## config.mk

```make
export PLATFORM = sky130hd
export DESIGN_NAME = bird_sequencer_flat
export DESIGN_NICKNAME = d
export VERILOG_FILES = /design/src/rtl/bird_if.sv /design/src/rtl/bird_sequencer.sv /design/src/flat_wrapper.sv
export SDC_FILE = /design/constraint.sdc
export NUM_CORES = 1
export LEC_CHECK = 0
export BUFFER_PORTS_ARGS = -buffer_cell sky130_fd_sc_hd__buf_2
export CAP_MARGIN = 0
export CORE_UTILIZATION = 25
export DETAILED_ROUTE_END_ITERATION = 12
export RECOVER_POWER = 25
export SETUP_SLACK_MARGIN = 0.2
export SYNTH_ARGS = -nofsm -noshare
export SYNTH_HDL_FRONTEND = slang
export SYNTH_SLANG_ARGS = --single-unit
```

## constraint.sdc

```tcl
create_clock -name clk -period 5.15 [get_ports clk]
set_clock_uncertainty 0.05 [all_clocks]
set_input_delay 0.2575 -clock clk [delete_from_list [all_inputs] [get_ports clk]]
set_output_delay 0.2575 -clock clk [all_outputs]
set_load 0.005 [all_outputs]
```

## src/rtl/bird_if.sv

```systemverilog
// bird_if: sequencer <-> datapath/game-logic signal bundle
interface bird_if;
  logic       start;
  logic       frame_tick;
  logic       draw_done;
  logic       shot;
  logic       flying;
  logic [7:0] bird_x;
  logic [6:0] bird_y;
  logic [1:0] rand_bits;
  logic [3:0] control;
  logic       hit;
  logic       escaped;
  logic       busy;
  modport master (output start, frame_tick, draw_done, shot, flying, bird_x, bird_y, rand_bits,
                  input control, hit, escaped, busy);
  modport slave  (input start, frame_tick, draw_done, shot, flying, bird_x, bird_y, rand_bits,
                  output control, hit, escaped, busy);
endinterface

```

## src/rtl/bird_sequencer.sv

```systemverilog
// bird_sequencer: per-frame erase/move/redraw sequencer with edge bounce, shot-fall and escape paths
module bird_sequencer #(
  parameter int MOVE_DIV      = 2,
  parameter int DIR_HOLD      = 16,
  parameter int ESCAPE_FRAMES = 600
) (
  input logic   clk,
  input logic   reset_n,
  bird_if.slave bus
);
  typedef enum logic [3:0] {
    S_HOLD = 4'b0000, S_CLEAR = 4'b0001, S_UP_LEFT = 4'b0010, S_UP_RIGHT = 4'b0011,
    S_PREHOLD = 4'b0100, S_DRAW = 4'b0101, S_DOWN_RIGHT = 4'b0110, S_DOWN_LEFT = 4'b0111,
    S_SHOT = 4'b1000, S_ESCAPE = 4'b1001, S_RESET = 4'b1010
  } state_t;
  typedef enum logic [1:0] {M_NORMAL, M_FALL, M_ESC} mode_t;
  localparam logic [3:0] MOVE_LAST = 4'(MOVE_DIV - 1);
  localparam logic [7:0] DIR_LAST  = 8'(DIR_HOLD - 1);
  localparam logic [9:0] ESC_MAX   = 10'(ESCAPE_FRAMES);
  state_t     r_state, w_state;
  mode_t      r_mode, w_mode;
  logic [1:0] r_dir, w_dir;
  logic [3:0] r_move_cnt, w_move_cnt;
  logic [7:0] r_dir_cnt, w_dir_cnt;
  logic [9:0] r_esc_cnt, w_esc_cnt;
  logic       r_hit, w_hit, r_escaped, w_escaped;
  logic       w_tick, w_dir_due;
  logic [1:0] w_pick, w_bdir;
  state_t     w_move_state;
  assign w_tick    = bus.frame_tick & bus.start;
  assign w_dir_due = r_dir_cnt == DIR_LAST;
  assign w_pick    = w_dir_due ? bus.rand_bits : r_dir;
  // edge bounce overrides the random pick on the same step
  assign w_bdir[0] = (bus.bird_x == 8'd0) ? 1'b0 : (bus.bird_x >= 8'd156) ? 1'b1 : w_pick[0];
  assign w_bdir[1] = (bus.bird_y == 7'd0) ? 1'b1 : (bus.bird_y >= 7'd116) ? 1'b0 : w_pick[1];
  assign w_move_state = state_t'({1'b0, w_bdir[1], 1'b1, w_bdir[0] ~^ w_bdir[1]});
  always_comb begin
    w_state    = r_state;
    w_mode     = r_mode;
    w_dir      = r_dir;
    w_move_cnt = r_move_cnt;
    w_dir_cnt  = r_dir_cnt;
    w_esc_cnt  = r_esc_cnt;
    w_hit      = 1'b0;
    w_escaped  = 1'b0;
    case (r_state)
      S_RESET: begin
        w_state    = S_HOLD;
        w_mode     = M_NORMAL;
        w_move_cnt = 4'd0;
        w_dir_cnt  = 8'd0;
        w_esc_cnt  = 10'd0;
      end
      S_HOLD: if (w_tick) begin
        w_esc_cnt = (r_esc_cnt == ESC_MAX) ? r_esc_cnt : r_esc_cnt + 10'd1;
        if (bus.shot) begin
          w_mode  = M_FALL;
          w_state = S_CLEAR;
        end else if (r_esc_cnt == ESC_MAX) begin
          w_mode  = M_ESC;
          w_state = S_CLEAR;
        end else if (r_move_cnt == MOVE_LAST) begin
          w_move_cnt = 4'd0;
          w_state    = S_CLEAR;
        end else
          w_move_cnt = r_move_cnt + 4'd1;
      end
      S_CLEAR: if (bus.draw_done) begin
        w_state = (r_mode == M_FALL) ? S_SHOT : (r_mode == M_ESC) ? S_ESCAPE : w_move_state;
        if (r_mode == M_NORMAL) begin
          w_dir     = w_bdir;
          w_dir_cnt = w_dir_due ? 8'd0 : r_dir_cnt + 8'd1;
        end
      end
      S_UP_LEFT, S_UP_RIGHT, S_DOWN_RIGHT, S_DOWN_LEFT, S_SHOT, S_ESCAPE: w_state = S_DRAW;
      S_DRAW: w_state = bus.draw_done ? S_PREHOLD : S_DRAW;
      S_PREHOLD: begin
        w_hit     = (r_mode == M_FALL) & ~bus.flying;
        w_escaped = (r_mode == M_ESC) & ~bus.flying;
        w_state   = (w_hit | w_escaped) ? S_RESET : S_HOLD;
      end
      default: w_state = S_RESET;
    endcase
  end
  always_ff @(posedge clk or negedge reset_n)
    if (!reset_n) begin
      r_state    <= S_RESET;
      r_mode     <= M_NORMAL;
      r_dir      <= 2'b00;
      r_move_cnt <= 4'd0;
      r_dir_cnt  <= 8'd0;
      r_esc_cnt  <= 10'd0;
      r_hit      <= 1'b0;
      r_escaped  <= 1'b0;
    end else begin
      r_state    <= w_state;
      r_mode     <= w_mode;
      r_dir      <= w_dir;
      r_move_cnt <= w_move_cnt;
      r_dir_cnt  <= w_dir_cnt;
      r_esc_cnt  <= w_esc_cnt;
      r_hit      <= w_hit;
      r_escaped  <= w_escaped;
    end
  assign bus.control = r_state;
  assign bus.hit     = r_hit;
  assign bus.escaped = r_escaped;
  assign bus.busy    = r_state != S_HOLD;
endmodule

```

## src/flat_wrapper.sv

```systemverilog
// flat-port wrapper written by rule: the top's interface ports become plain ports
module bird_sequencer_flat 
#(
  parameter int MOVE_DIV      = 2,
  parameter int DIR_HOLD      = 16,
  parameter int ESCAPE_FRAMES = 600
)
  (clk, reset_n, bus_start, bus_frame_tick, bus_draw_done, bus_shot, bus_flying, bus_bird_x, bus_bird_y, bus_rand_bits, bus_control, bus_hit, bus_escaped, bus_busy);
  bird_if bus_i ();
  input logic clk;
  input logic reset_n;
  input wire logic [$bits(bus_i.start)-1:0] bus_start;
  input wire logic [$bits(bus_i.frame_tick)-1:0] bus_frame_tick;
  input wire logic [$bits(bus_i.draw_done)-1:0] bus_draw_done;
  input wire logic [$bits(bus_i.shot)-1:0] bus_shot;
  input wire logic [$bits(bus_i.flying)-1:0] bus_flying;
  input wire logic [$bits(bus_i.bird_x)-1:0] bus_bird_x;
  input wire logic [$bits(bus_i.bird_y)-1:0] bus_bird_y;
  input wire logic [$bits(bus_i.rand_bits)-1:0] bus_rand_bits;
  output wire logic [$bits(bus_i.control)-1:0] bus_control;
  output wire logic [$bits(bus_i.hit)-1:0] bus_hit;
  output wire logic [$bits(bus_i.escaped)-1:0] bus_escaped;
  output wire logic [$bits(bus_i.busy)-1:0] bus_busy;
  assign bus_i.start = bus_start;
  assign bus_i.frame_tick = bus_frame_tick;
  assign bus_i.draw_done = bus_draw_done;
  assign bus_i.shot = bus_shot;
  assign bus_i.flying = bus_flying;
  assign bus_i.bird_x = bus_bird_x;
  assign bus_i.bird_y = bus_bird_y;
  assign bus_i.rand_bits = bus_rand_bits;
  assign bus_control = bus_i.control;
  assign bus_hit = bus_i.hit;
  assign bus_escaped = bus_i.escaped;
  assign bus_busy = bus_i.busy;
  bird_sequencer #(.MOVE_DIV(MOVE_DIV), .DIR_HOLD(DIR_HOLD), .ESCAPE_FRAMES(ESCAPE_FRAMES)) u_core (.clk(clk), .reset_n(reset_n), .bus(bus_i));
endmodule
```

# Yosys cells after proc, flatten, opt, wreduce, memory -nomap -nowiden
# Index checks and enable logic that the tools add are counted.
[totals]
ff_bits = 32
latch_bits = 0
ram_bits = 0
memories = 0
rom_bits = 0
out_inout_bits = 7
[classes]
div_mod_pow = 0
bitwise_logic = 6
mux = 33
mul = 0
n_addsub = 3
n_lt_le_gt_ge = 2
eq_ne = 22
shift = 0
n_reduce_logical = 14
[ops]
columns = ["op", "count"]
rows = [
  ["$mux W4", 12],
  ["$mux W8", 3],
  ["$pmux W4 S6", 1],
  ["$mux W10", 2],
  ["$pmux W10 S2", 1],
  ["$eq A4 B3 Y1 const B", 4],
  ["$pmux W8 S2", 1],
  ["$reduce_and A3 Y1", 5],
  ["$eq A4 B4 Y1 const B", 3],
  ["$add A10 B1 Y10 const B", 1],
  ["$eq A10 B10 Y1 const B", 1],
  ["$add A8 B1 Y8 const B", 1],
  ["$eq A4 B1 Y1 const B", 2],
  ["$eq A4 B2 Y1 const B", 2],
  ["$eq A8 B4 Y1 const B", 1],
  ["$ge A8 B8 Y1 const B", 1],
  ["$logic_not A8 Y1", 1],
  ["$mux W2", 4],
  ["$pmux W4 S2", 1],
  ["$ge A7 B7 Y1 const B", 1],
  ["$logic_not A7 Y1", 1],
  ["$mux W1", 7],
  ["$ne A2 B2 Y1 const B", 3],
  ["$reduce_or A6 Y1", 1],
  ["other kinds (16)", 20],
]

# Depth between registers and ports, before layout
[logic_depth]
word_depth = 9
ltp_mapped = 7
depth_no_buf = 7

# Worst setup path before layout
# Ideal clock, no wire load.
[synth_timing]
kind = "reg2reg"
from = "reg u_core.r_state[1] (netlist: u_core.bus.control[1])"
to = "reg u_core.r_move_cnt[3]"
stages_incl_launch_ff = 7
path_slack_ps = 3252
arrival_ps = 1753
n_path_buf = 1
t_required_ps = 5005
setup_ps = 95
synth_period_minus_slack_ps = 1898
cell_sequence = "dfstp_2 buf_4 and2_1 o21a_2 a21bo_2 or2_1 o31ai_1"
[synth_via]
elab_chain_cells = 3
elab_cells_between_ends = 8
cone_classes = "eq/ne (4); mux (1); reduce/logical (3)"
[synth_rtl]
columns = ["item", "line", "source"]
rows = [
  ["from (decl)", "bird_sequencer.sv:20", "state_t r_state, w_state;"],
  ["from (signal assigned)", "bird_sequencer.sv:96", "r_state <= w_state;"],
  ["$logic_not A4 Y1 / $eq A4 B4 Y1 (equally long branches)", "bird_sequencer.sv:46", "case (r_state)"],
  ["$ne A2 B2 Y1 (no line) (tied with other cells)", "n/a", ""],
  ["$reduce_and A4 Y1 (no line)", "n/a", ""],
  ["to (signal assigned)", "bird_sequencer.sv:99", "r_move_cnt <= w_move_cnt;"],
  ["to (decl)", "bird_sequencer.sv:23", "logic [3:0] r_move_cnt, w_move_cnt;"],
]
# Parallel ways exist; a longest one is shown, timed or not.
# A chain may end at the register's enable or synchronous reset.

# Final worst setup path
[layout_timing]
from = "reg u_core.r_state[0] (netlist: u_core.bus.control[0])"
to = "reg u_core.r_dir_cnt[7]"
[layout_via]
elab_chain_cells = 3
elab_cells_between_ends = 7
cone_classes = "eq/ne (4); mux (1); reduce/logical (2)"
[layout_rtl]
columns = ["item", "line", "source"]
rows = [
  ["$eq A4 B1 Y1 / $eq A4 B4 Y1 (equally long branches)", "bird_sequencer.sv:46", ""],
  ["$ne A2 B1 Y1 (no line) (tied with other cells)", "n/a", ""],
  ["$reduce_and A3 Y1 (no line)", "n/a", ""],
  ["to (signal assigned)", "bird_sequencer.sv:100", "r_dir_cnt <= w_dir_cnt;"],
  ["to (decl)", "bird_sequencer.sv:24", "logic [7:0] r_dir_cnt, w_dir_cnt;"],
]
# Parallel ways exist; a longest one is shown, timed or not.

==> flow_summary_export.csv <==
group,metric,value,unit
pwr,p_per_area,410,nW/um^2
final_layout,diodes,0,
outcome,outcome,"finished with violations",
global_routing,grtUsageTotal,10.9,%
clock_tree,cts_tree,"built",
clock_tree,clk_pin_slew,70,ps
drt,drcViolationCount,0,
clock_tree,post_cts_buffers,0,
final_layout,final_cell_area,2290,um^2
drt,vias,1671,
sta,slew_violations,33,
outcome,violations,"capacitance limit, slew limit",
synthesis,yosysUniqueCellTypes,55,
critical_path,reg2reg_depth,5,
global_routing,first_global_vias,1608,
final_layout,fin_nets,279,
sta,setup_violations,0,
die,initial_core_util,26.5,%
global_routing,grt_remaining_overflow,0,
synthesis,netlist_area,1960,um^2
final_layout,area_growth_syn_to_layout,16.5,%
clock_tree,hold_buffers,0,
clock_tree,ctsResizeCount,0,
die,fp.dieW,90.6,um
critical_path,crit_path_end_kind,"flop",
critical_path,crit_type,"flop to flop",
job,cap_violations,1,
die,fp-row-count,31,
sta,slew_headroom,-19.3,%
placed_design,gp_congestion,0.801,
worst_hold_path,min_delay_path_depth,2,
critical_path,reg2reg_slack,3010,ps
clock_tree,clockBufferDepth,2,
clock_tree,cts_buffers,5,
placed_design,place_hpwl,3060,um
critical_path,critPathRequiredTime,5280,ps
synthesis,syn_inst,214,
sta,rsz0062_at_grt,"false",
drt,avgViaCountPerCell,4.82,
synthesis,synth.net_count,246,
global_routing,grt_max_degree,33,
critical_path,start_kind,"flop",
clock_tree,h-tree-depth,2,
drt,drt_iter0_drc,37,
synthesis,synth_edf_count,0,
placed_design,placed_cell_area,2210,um^2
pwr,irDropWorstVdd,0.144,mV
critical_path,cp.arrival,2270,ps
synthesis,yosysWarnings,0,
synthesis,yosysSeqAreaShare,40.9,%
drt,detail_route.wl_per_cell,12.0,um
worst_hold_path,hold_class,"primary input to flop",
sta,min_period,2140,ps
clock_tree,clk_latency,280,ps
drt,wirelength,4180,um
final_layout,fillers,797,
drt,ant_nets,0,
sta,clock.fmax,467,MHz
clock_tree,cts.sink_count,32,
pwr,leakage,1.02,nW
sta,fin_setup_tns,0,ps
die,core-area,7410,um^2
final_layout,drive_gt1_share,19.8,%
global_routing,grt_pass1_wl,7290,um
synthesis,syn_avg_cell_area,9.17,um^2
critical_path,critical_path_peak_fanout,10,
sta,hold_viol_final,0,
die,die_y,90.6,um
sta,fin_crit_sh,41.6,%
die,design.die.area,8210,um^2
die,ios,31,
synthesis,synth-async-reset-ratio,100,%
sta,tightest_slew,1790,ps
clock_tree,clockRootBuffer,"clkbuf_8",
synthesis,ys_seq_elements,32,
global_routing,antenna_found_initial,0,
placed_design,port_buffers,30,
drt,drtPass1Iterations,4,
synthesis,synth_ff_type,"dfrtp_1",
-- cell families (layout without fill, tap and decap cells) --
kind of cell | after synthesis | after routing | share of synthesized area (%)
adder cells (fa/ha/maj) | 8 | 8 | 5.10
AND/OR/NAND/NOR | 89 | 89 | 25.9
XOR/XNOR | 9 | 9 | 4.02
multiplexers | 2 | 2 | 1.15
AO/OA/AOI/OAI | 56 | 56 | 18.7
flip-flops | 32 | 32 | 40.9
buffers and inverters | 18 | 52 | 4.21
-- cells in the mapped netlist, types with 2 or more instances --
cell      count  area share [%]
nand2b_1      2            0.64
xnor2_1       5             2.2
nor4_1        7             2.2
dfstp_2       2             2.7
or3_1         2            0.64
or2_2         2            0.64
o31ai_1       5             1.9
and2_1        6             1.9
a21oi_1      10             2.5
buf_4         2            0.76
nand4_1       5             1.6
a31oi_1       2            0.64
inv_1        14             2.7
a211o_1       2            0.89
xor2_1        4             1.8
a21o_1        4             1.5
nor2_1       17             3.3
nand3_1       8             2.0
ha_1          8             5.1
o21ai_0      17             4.3
and3_1        3            0.96
or4_1         2            0.76
nand2_1      20             3.8
mux2_2        2             1.1
nor3_1        2            0.51
o211ai_1      2            0.76
a211oi_1      2            0.76
dfrtp_1      30              38
-- worst max-delay path, stage by stage, from the launching register on --
cell and delay, ps:
dfrtp_1 550, nor4b_4 450, nand2_2 130, a21o_1 280
or2_4 300, o31ai_1 270
-- stage by stage --
| stage | instances | worst slack (ps) | total power [mW] | util [%] | hold slack (ps) |
|---|---|---|---|---|---|
| 5_1_grt | 347 | 2870 | 1.02 | 30.9 | 171 |
| 3_5_place_dp | 339 | 3060 | 0.757 | 29.8 | 320 |
| 3_3_place_gp | 339 | 3140 | 0.752 | 29.8 | 310 |
| 4_1_cts | 347 | 3020 | 0.949 | 30.9 | 10.9 |
| 2_1_floorplan | 214 | 3250 | 0.661 | - | -88.1 |
| 6_report | 347 | 3010 | 0.937 | 30.9 | 179 |
-- registers in the layout (all words and copies together) (netlist names) --
name	count
u_core.r_mode	2
u_core.bus.hit	1
u_core.r_move_cnt	4
u_core.r_dir_cnt	8
u_core.bus.escaped	1
u_core.r_esc_cnt	10
u_core.bus.control	4
u_core.r_dir	2
-- power by group --
group          switching, mW  internal (mW)
clock                 0.0928         0.0948
sequential            0.0880          0.317
combinational          0.184          0.160
total                  0.365          0.573
-- routing by layer --
metal / GRT usage, % / wire length (um)
met4: 4.03 / 53
met2: 16.5 / 1790
met5: 0 / 0
met1: 14.5 / 2110
met3: 3.45 / 228
-- final timing paths --
kind	startpoint	endpoint
min	bus_shot	u_core.r_mode[0]
max reg2reg	u_core.bus.control[0]	u_core.r_dir_cnt[7]
max	u_core.bus.control[0]	u_core.r_dir_cnt[7]
max in group asynchronous	reset_n	u_core.r_mode[1]
min in group asynchronous	reset_n	u_core.r_move_cnt[3]
min reg2reg	u_core.r_move_cnt[3]	u_core.r_move_cnt[3]
-- cells in the final DEF (no fill, tap or decap), types with 6 or more instances in the layout --
cell     instances
a21oi_1         10
and2_1           6
buf_2           29
dfrtp_1         30
ha_1             8
inv_1           14
nand2_1         20
nand3_1          8
nor2_1          17
nor4_1           7
o21ai_0         17
-- final cells by class --
type / count / area, um^2 / share of cell area (%)
clock buffers: 7 / 76.3 / 3.34
repair buffers: 30 / 149 / 6.51
clock inverters: 1 / 5.00 / 0.219
inverters: 14 / 52.6 / 2.30
flip-flops and latches: 32 / 803 / 35.1
well taps: 99 / 124 / 5.42
multi-input cells: 164 / 1080 / 47.1
No activity file was read; power rests on OpenSTA's default activity.
